File: config.mk
export PLATFORM = sky130hd
export DESIGN_NAME = mem_port_arbiter
export DESIGN_NICKNAME = d
export VERILOG_FILES = /design/src/rtl/mem_arb_pkg.sv /design/src/rtl/mem_arb_priority.sv /design/src/rtl/mem_port_arbiter.sv
export SDC_FILE = /design/constraint.sdc
export NUM_CORES = 1
export LEC_CHECK = 0
export CORE_MARGIN = 3
export CORE_UTILIZATION = 45
export CTS_CLUSTER_SIZE = 28
export DETAILED_ROUTE_END_ITERATION = 7
export PLACE_DENSITY = 0.83
export RECOVER_POWER = 50
export SLEW_MARGIN = 20
export SYNTH_ARGS = -nofsm -noshare
export SYNTH_HDL_FRONTEND = slang
export SYNTH_SLANG_ARGS = --single-unit
File: constraint.sdc
create_clock -name iwClk -period 3.94 [get_ports iwClk]
set_clock_uncertainty 0.05 [all_clocks]
set_input_delay 0.985 -clock iwClk [delete_from_list [all_inputs] [get_ports iwClk]]
set_output_delay 0.985 -clock iwClk [all_outputs]
set_load 0.02 [all_outputs]
File: src/rtl/mem_arb_pkg.sv
// mem_arb_pkg
// Shared definitions for the memory port arbiter: FSM state and owner
// encodings, the read strobe value and the word-alignment helper.
// Ports: none (package).

package mem_arb_pkg;

    typedef enum logic {
        ST_IDLE   = 1'b0,
        ST_ACCESS = 1'b1
    } arb_state_t;

    typedef enum logic {
        OWN_I = 1'b0,
        OWN_D = 1'b1
    } arb_owner_t;

    localparam logic [3:0]  WSTRB_READ = 4'b0000;
    localparam logic [31:0] ALIGN_MASK = 32'h0000_0003;

    function automatic logic is_misaligned(input logic [31:0] addr);
        return |(addr & ALIGN_MASK);
    endfunction

endpackage

File: src/rtl/mem_arb_priority.sv
// mem_arb_priority
// Chooses which requester wins the memory port this cycle. D normally
// wins a tie, but after STARVE_LIMIT consecutive D grants taken while I
// was waiting, I is forced through.
// Ports:
//   iwClk, iwnRst      clock, async active-low reset
//   iwIReq, iwDReq     request bits from the two requesters
//   iwGnt              a grant is being issued this cycle to the winner
//   owWinI, owWinD     winner select (at most one high)

module mem_arb_priority
    import mem_arb_pkg::*;
#(
    parameter int unsigned STARVE_LIMIT = 4
) (
    input  logic iwClk,
    input  logic iwnRst,
    input  logic iwIReq,
    input  logic iwDReq,
    input  logic iwGnt,
    output logic owWinI,
    output logic owWinD
);

    localparam logic [3:0] LIMIT = 4'(STARVE_LIMIT);

    logic [3:0] starve_q;
    logic       starved;

    assign starved = (starve_q == LIMIT);

    always_comb begin
        owWinI = 1'b0;
        owWinD = 1'b0;
        if (iwIReq && iwDReq) begin
            owWinI = starved;
            owWinD = !starved;
        end else begin
            owWinI = iwIReq;
            owWinD = iwDReq;
        end
    end

    // Only D grants taken while I is waiting count toward starvation;
    // anything else means I is not being held off.
    always_ff @(posedge iwClk or negedge iwnRst) begin
        if (!iwnRst) begin
            starve_q <= '0;
        end else if (iwGnt) begin
            if (owWinD && iwIReq) begin
                if (!starved) begin
                    starve_q <= starve_q + 4'd1;
                end
            end else begin
                starve_q <= '0;
            end
        end
    end

endmodule

File: src/rtl/mem_port_arbiter.sv
// mem_port_arbiter
// Shares one single-port byte-strobed memory between the instruction
// fetch (I) and load/store (D) requesters. Grants are combinational in
// IDLE; each aligned grant runs one valid/ready memory access, and every
// grant yields exactly one registered response pulse to its owner.
// Ports:
//   iwClk, iwnRst                      clock, async active-low reset
//   iwIReq/iwIAddr, owIGnt             fetch request / grant
//   owIRvalid/owIRdata/owIErr          fetch response
//   iwDReq/iwDAddr/iwDWstrb/iwDWdata   data request (wstrb 0 = read)
//   owDGnt, owDRvalid/owDRdata/owDErr  data grant / response
//   owMemValid/Addr/Wdata/Wstrb        memory request
//   iwMemReady/iwMemRdata              memory completion
//
// state     | meaning
// ----------+-------------------------------------------------------
// ST_IDLE   | no access in flight; grants issued here
// ST_ACCESS | memory access driven, waiting for ready or timeout

module mem_port_arbiter
    import mem_arb_pkg::*;
#(
    parameter int unsigned STARVE_LIMIT = 4,
    parameter int unsigned TIMEOUT      = 16
) (
    input  logic        iwClk,
    input  logic        iwnRst,
    input  logic        iwIReq,
    input  logic [31:0] iwIAddr,
    output logic        owIGnt,
    output logic        owIRvalid,
    output logic [31:0] owIRdata,
    output logic        owIErr,
    input  logic        iwDReq,
    input  logic [31:0] iwDAddr,
    input  logic [3:0]  iwDWstrb,
    input  logic [31:0] iwDWdata,
    output logic        owDGnt,
    output logic        owDRvalid,
    output logic [31:0] owDRdata,
    output logic        owDErr,
    output logic        owMemValid,
    output logic [31:0] owMemAddr,
    output logic [31:0] owMemWdata,
    output logic [3:0]  owMemWstrb,
    input  logic        iwMemReady,
    input  logic [31:0] iwMemRdata
);

    localparam int unsigned TMO_W    = (TIMEOUT > 0) ? $clog2(TIMEOUT + 1) : 1;
    localparam int unsigned TMO_LAST = (TIMEOUT > 0) ? TIMEOUT - 1 : 0;
    localparam logic        TMO_EN   = (TIMEOUT > 0);

    arb_state_t state_q, state_d;
    arb_owner_t owner_q;

    logic [31:0]      addr_q, wdata_q;
    logic [3:0]       wstrb_q;
    logic [TMO_W-1:0] tmo_q;

    logic        i_rvalid_q, i_err_q, d_rvalid_q, d_err_q;
    logic [31:0] i_rdata_q, d_rdata_q;

    logic        win_i, win_d;
    logic        gnt_i, gnt_d, gnt_any;
    logic        acc_start, acc_bad, acc_done, acc_abort;
    logic [31:0] sel_addr;

    logic        resp_fire, resp_err;
    arb_owner_t  resp_owner;
    logic [31:0] resp_data;

    mem_arb_priority #(
        .STARVE_LIMIT (STARVE_LIMIT)
    ) u_priority (
        .iwClk  (iwClk),
        .iwnRst (iwnRst),
        .iwIReq (iwIReq),
        .iwDReq (iwDReq),
        .iwGnt  (gnt_any),
        .owWinI (win_i),
        .owWinD (win_d)
    );

    assign sel_addr = win_d ? iwDAddr : iwIAddr;
    assign gnt_any  = gnt_i | gnt_d;

    always_ff @(posedge iwClk or negedge iwnRst) begin
        if (!iwnRst) begin
            state_q <= ST_IDLE;
        end else begin
            state_q <= state_d;
        end
    end

    // Grants are also gated by reset so every output is low while held.
    always_comb begin
        state_d   = state_q;
        gnt_i     = 1'b0;
        gnt_d     = 1'b0;
        acc_start = 1'b0;
        acc_bad   = 1'b0;
        acc_done  = 1'b0;
        acc_abort = 1'b0;
        case (state_q)
            ST_IDLE: begin
                if (iwnRst && (win_i || win_d)) begin
                    gnt_i = win_i;
                    gnt_d = win_d;
                    if (is_misaligned(sel_addr)) begin
                        acc_bad = 1'b1;
                    end else begin
                        acc_start = 1'b1;
                        state_d   = ST_ACCESS;
                    end
                end
            end
            ST_ACCESS: begin
                if (iwMemReady) begin
                    acc_done = 1'b1;
                    state_d  = ST_IDLE;
                end else if (TMO_EN && (tmo_q == TMO_W'(TMO_LAST))) begin
                    acc_abort = 1'b1;
                    state_d   = ST_IDLE;
                end
            end
            default: state_d = ST_IDLE;
        endcase
    end

    // A misaligned grant answers in the cycle after the grant itself, so
    // its owner comes from the live grant rather than the stored owner.
    always_comb begin
        resp_fire  = acc_bad | acc_done | acc_abort;
        resp_err   = acc_bad | acc_abort;
        resp_owner = acc_bad ? (gnt_d ? OWN_D : OWN_I) : owner_q;
        resp_data  = '0;
        if (acc_done && (wstrb_q == WSTRB_READ)) begin
            resp_data = iwMemRdata;
        end
    end

    always_ff @(posedge iwClk or negedge iwnRst) begin
        if (!iwnRst) begin
            owner_q    <= OWN_I;
            addr_q     <= '0;
            wdata_q    <= '0;
            wstrb_q    <= WSTRB_READ;
            tmo_q      <= '0;
            i_rvalid_q <= 1'b0;
            i_err_q    <= 1'b0;
            i_rdata_q  <= '0;
            d_rvalid_q <= 1'b0;
            d_err_q    <= 1'b0;
            d_rdata_q  <= '0;
        end else begin
            i_rvalid_q <= 1'b0;
            i_err_q    <= 1'b0;
            d_rvalid_q <= 1'b0;
            d_err_q    <= 1'b0;

            if (gnt_any) begin
                addr_q  <= sel_addr;
                owner_q <= gnt_d ? OWN_D : OWN_I;
                wdata_q <= gnt_d ? iwDWdata : '0;
                wstrb_q <= gnt_d ? iwDWstrb : WSTRB_READ;
            end

            if (acc_start) begin
                tmo_q <= '0;
            end else if ((state_q == ST_ACCESS) && !iwMemReady) begin
                tmo_q <= tmo_q + TMO_W'(1);
            end

            if (resp_fire) begin
                if (resp_owner == OWN_D) begin
                    d_rvalid_q <= 1'b1;
                    d_err_q    <= resp_err;
                    d_rdata_q  <= resp_data;
                end else begin
                    i_rvalid_q <= 1'b1;
                    i_err_q    <= resp_err;
                    i_rdata_q  <= resp_data;
                end
            end
        end
    end

    assign owIGnt     = gnt_i;
    assign owDGnt     = gnt_d;
    assign owIRvalid  = i_rvalid_q;
    assign owIErr     = i_err_q;
    assign owIRdata   = i_rdata_q;
    assign owDRvalid  = d_rvalid_q;
    assign owDErr     = d_err_q;
    assign owDRdata   = d_rdata_q;
    assign owMemValid = (state_q == ST_ACCESS);
    assign owMemAddr  = addr_q;
    assign owMemWdata = wdata_q;
    assign owMemWstrb = wstrb_q;

endmodule

==> flow_results.org <==
** Power and ir drop
- IR analysis of the VDD net gives a maximum drop of approximately 0.23 mV.
- Overall power of the completed layout :: 4.32 mW
- For this design the ratio of total power to cell area is 445 mW/mm^2.
- In this run the static leakage power is around 4.7 nW.

** Synth
- The synthesized netlist occupies a cell area of between 0.006 and 0.007 sq mm.
- Synthesized flop and latch total :: ~150
- Summing the areas of all compound-gate instances in the mapped netlist gives 5.65% of the synthesized area.
- Simple-gate area share of the yosys netlist :: 19.1%
- Share of synthesized area occupied by flip-flops and latches :: 59.5%
- In the synthesized netlist, mux cells make up 11.7% of the area.
- Of the total synthesized cell area, the portion taken by full adders, half adders and majority gates is 0.809%.
- Xor and xnor fraction of the mapped netlist area :: 0.283%
- Library cells used by synthesis :: 35
- After synthesis, the mean cell area works out to 10.6 sq um.
- Main combinational cell family by area after synthesis :: simple AND/OR/NAND/NOR gates
- The cell count after synthesis came out at 586.
- During synthesis, Yosys emitted a total of 0 warnings.
- The number of nets in the synthesized netlist is 727.

** GRT
- The number of global-route vias before repair is 5374.
- Summed over all layers, the global routing overflow is 0.
- Pin count of the biggest net entering global routing :: between 80 and 90
- The number of antenna violations at the first check in global routing is 0.
- Gr usage total :: 23.2%
- The first global-routing pass estimated 27200 um of wire.

** Clock tree
- TritonCTS built the clock tree.
- Gates resized during post-CTS repair numbered 0.
- The clock tree synthesis step divided the H-tree into 4 levels.
- In this run the post-CTS setup repair buffer count came out at 0.
- Buffer levels on the longest clock path :: 2
- Library cell used as clock root buffer :: clkbuf_16
- Clock-pin slew was measured on the worst setup and hold paths at 60 ps.
- Buffers inserted to repair hold after CTS numbered 0.
- Counting the buffers created by CTS gives 17.
- TritonCTS sink count :: 147
- Clock latency at the later pin of the worst-skew pair :: a little over 400 ps

** STA
- In this run the tightest slew margin relative to its limit is -39.1%.
- Setup repair after global routing left no endpoint under its margin.
- Max-slew violations :: 88
- Transition at the pin with the smallest max-transition slack :: 2090 ps
- For the final routed database, the setup TNS stands at 0 ps.
- Max Clk Rate :: between 200 and 300 MHz
- Setup-violating endpoint count in the final report :: 0
- Portion of the clock cycle consumed by the worst path in the final layout :: 95.4%
- The total count of hold-check failures in the final report was 0.
- The worst path in the final design needs a cycle of 3760 ps, including I/O delays and setup.

** Final layout
- Proportion of layout cells with a drive suffix above 1 :: 5.76%
- Area used by sequential logic in the layout :: 0.00368 sq mm
- Most common library cell in the layout ignoring fill and taps :: clkdlybuf4s50_1
- From synthesis to final layout, the design area changed by 57.2%.
- # fillers :: 935
- In the final layout, the multi-input gates occupy roughly 0.0023 sq mm.
- Leaving out fill and tap cells, the most frequent cells in the layout are 211 x clkdlybuf4s50_1, 147 x dfrtp_1, 146 x nand2_1.
- The final layout contains 996 nets.
- The repair_antennas step left the layout with diodes totalling 0.

** Die
- The floorplan step defined a die boundary enclosing about 0.015 sq mm.
- The core region is around 0.013 sq mm.
- I/O Pins :: 276
- Rows :: 42
- The die is 123 um wide.
- Initial cell density of the core :: roughly 46%
- The die is 123 um tall.

** Run
- Max Cap Violations :: 1

** Placement
- The wire-length estimate of the detail-placed layout is 13100 um.
- The congestion estimate from routability-driven global placement came to 0.767.
- Input/output buffers :: 275

** Setup path
- The worst setup path is captured at an output pin.
- STA puts the critical path data arrival time at roughly 2700 ps.
- Required time at the endpoint of the critical path :: ~2900 ps
- Critical path, cell by cell :: clkdlybuf4s50_1 -> nand4b_1 -> and2_2 -> nor2_1 -> clkdlybuf4s50_1
- The worst setup path is launched from an input pin.
- In this run the critical register-to-register path is launched from u_priority.starve_q[0]$_DFFE_PN0P_.
- In this run the worst setup path begins at iwIReq.
- Largest fanout of any net on the critical path :: 6
- Start-to-end type of the worst setup path :: in -> out
- By instance count, the cell type seen most on the critical path is clkdlybuf4s50_1.
- Crit-path max cell delay :: 620 ps
- Slowest cell on the critical path :: clkdlybuf4s50_1

** Drt
- Average wire per cell in the routed design :: 16.8 um
- Count of vias placed by the detailed router :: 5247
- The first TritonRoute pass finished after 4 iterations.
- In the routed design, unresolved DRC markers number 0.
- For this block, the initial DRC count from the detailed router was 336.
- The count of nets left with antenna violations once routing finished came out at 0.
- Dividing the detail-routed via count by the number of cells gives 5.03.
- For this block, the routed nets add up to 17500 um of wire.

** Worst hold path
- The worst hold path begins at owMemWdata[24]$_DFFE_PN0P_.
- In this run the worst hold path is classified as reg -> reg.

** Status
- The flow ran to the end, but the final reports show violations.
- Failing checks :: capacitance limit, slew limit
-- critical path: cells and delay by family --
family | cells | cell delay, ps
and+or+nand+nor | 3 | 520
buffers and inverters | 2 | 1210
-- power breakdown --
| part | leakage, nW | internal, mW | total, mW | switching [mW] |
|---|---|---|---|---|
| logic | 2.49 | 0.452 | 0.939 | 0.487 |
| clock network | 0.291 | 1.03 | 1.63 | 0.606 |
| registers | 1.92 | 1.66 | 1.75 | 0.0894 |
| total | 4.71 | 3.14 | 4.32 | 1.18 |
-- registers in the layout, indices dropped and copies added (netlist names) --
name,flops
owMemValid,1
owDErr,1
owMemWdata,32
owIErr,1
owIRvalid,1
owMemAddr,32
owDRvalid,1
owDRdata,32
u_priority.starve_q,4
tmo_q,5
owMemWstrb,4
owner_q,1
owIRdata,32
-- kinds of logic after synthesis --
group / count (synthesis)
AND/OR/NAND/NOR: 271
flip-flops: 147
multiplexers: 64
AO/OA/AOI/OAI: 55
buffers and inverters: 43
adder cells (fa/ha/maj): 4
XOR/XNOR: 2
-- per-layer routing --
metal  wire length [um]  global-route usage, %  up-vias
li1                   -                      -     2495
met1               6780                   27.0     2509
met2               8970                   40.5      222
met3               1520                   8.01       21
met4                265                   6.85        0
met5                  0                      0        -
-- synth_stat cells --
cell | count | area share [%]
a21boi_1 | 1 | 0.12
a21o_1 | 2 | 0.24
a21oi_1 | 1 | 0.081
a22oi_1 | 1 | 0.12
a31oi_1 | 33 | 3.3
and2_1 | 33 | 3.3
and3_1 | 3 | 0.30
buf_1 | 11 | 0.67
buf_2 | 4 | 0.32
buf_6 | 3 | 0.55
clkbuf_1 | 18 | 1.1
dfrtp_1 | 147 | 59
ha_1 | 4 | 0.81
inv_1 | 7 | 0.43
mux2_1 | 61 | 11
mux2_2 | 3 | 0.55
nand2_1 | 146 | 8.9
nand2b_1 | 2 | 0.20
nand3_1 | 38 | 3.1
nand4_1 | 1 | 0.10
nand4b_1 | 1 | 0.14
nor2_1 | 43 | 2.6
nor2b_1 | 1 | 0.10
nor3b_1 | 1 | 0.12
nor4_1 | 1 | 0.10
o211ai_1 | 1 | 0.12
o21a_1 | 1 | 0.12
o21ai_0 | 6 | 0.49
o21ai_1 | 3 | 0.24
o22ai_1 | 3 | 0.30
o31a_1 | 1 | 0.14
o31ai_1 | 1 | 0.12
o31ai_2 | 1 | 0.20
or3_1 | 1 | 0.10
xor2_1 | 2 | 0.28
-- final timing paths --
kind	end	slack [ps]	cells past startpoint
min in group asynchronous	owIRdata[7]$_DFFE_PN0P_	1390	2
worst max register to register	owDRdata[17]$_DFFE_PN0P_	1380	9
worst min register to register	owMemWdata[24]$_DFFE_PN0P_	410	2
worst max-delay path	owIGnt	180	5
max in group asynchronous	owIRdata[22]$_DFFE_PN0P_	770	3
worst min-delay path	owMemWdata[24]$_DFFE_PN0P_	410	2
-- area by class of cell --
| type | count | share of cell area, % |
|---|---|---|
| sequential | 147 | 37.8 |
| timing repair buffer | 286 | 29.3 |
| multi-input combinational | 396 | 24.0 |
| clock buffer | 19 | 4.66 |
| tap | 176 | 2.27 |
| clock inverter | 13 | 1.62 |
| inverter | 7 | 0.270 |
-- through the flow --
stage	area [sq um]	instances	setup WS [ps]	utilization [%]	hold slack [ps]
2_1_floorplan	6180	586	906	-	422
6_report	9720	1044	182	72.8	407
3_3_place_gp	9120	1012	220	68.3	400
4_1_cts	9730	1044	185	72.9	418
3_5_place_dp	9120	1012	194	68.3	405
5_1_grt	9720	1044	108	72.8	441
Note: power is estimated with default switching activity, not from simulation.
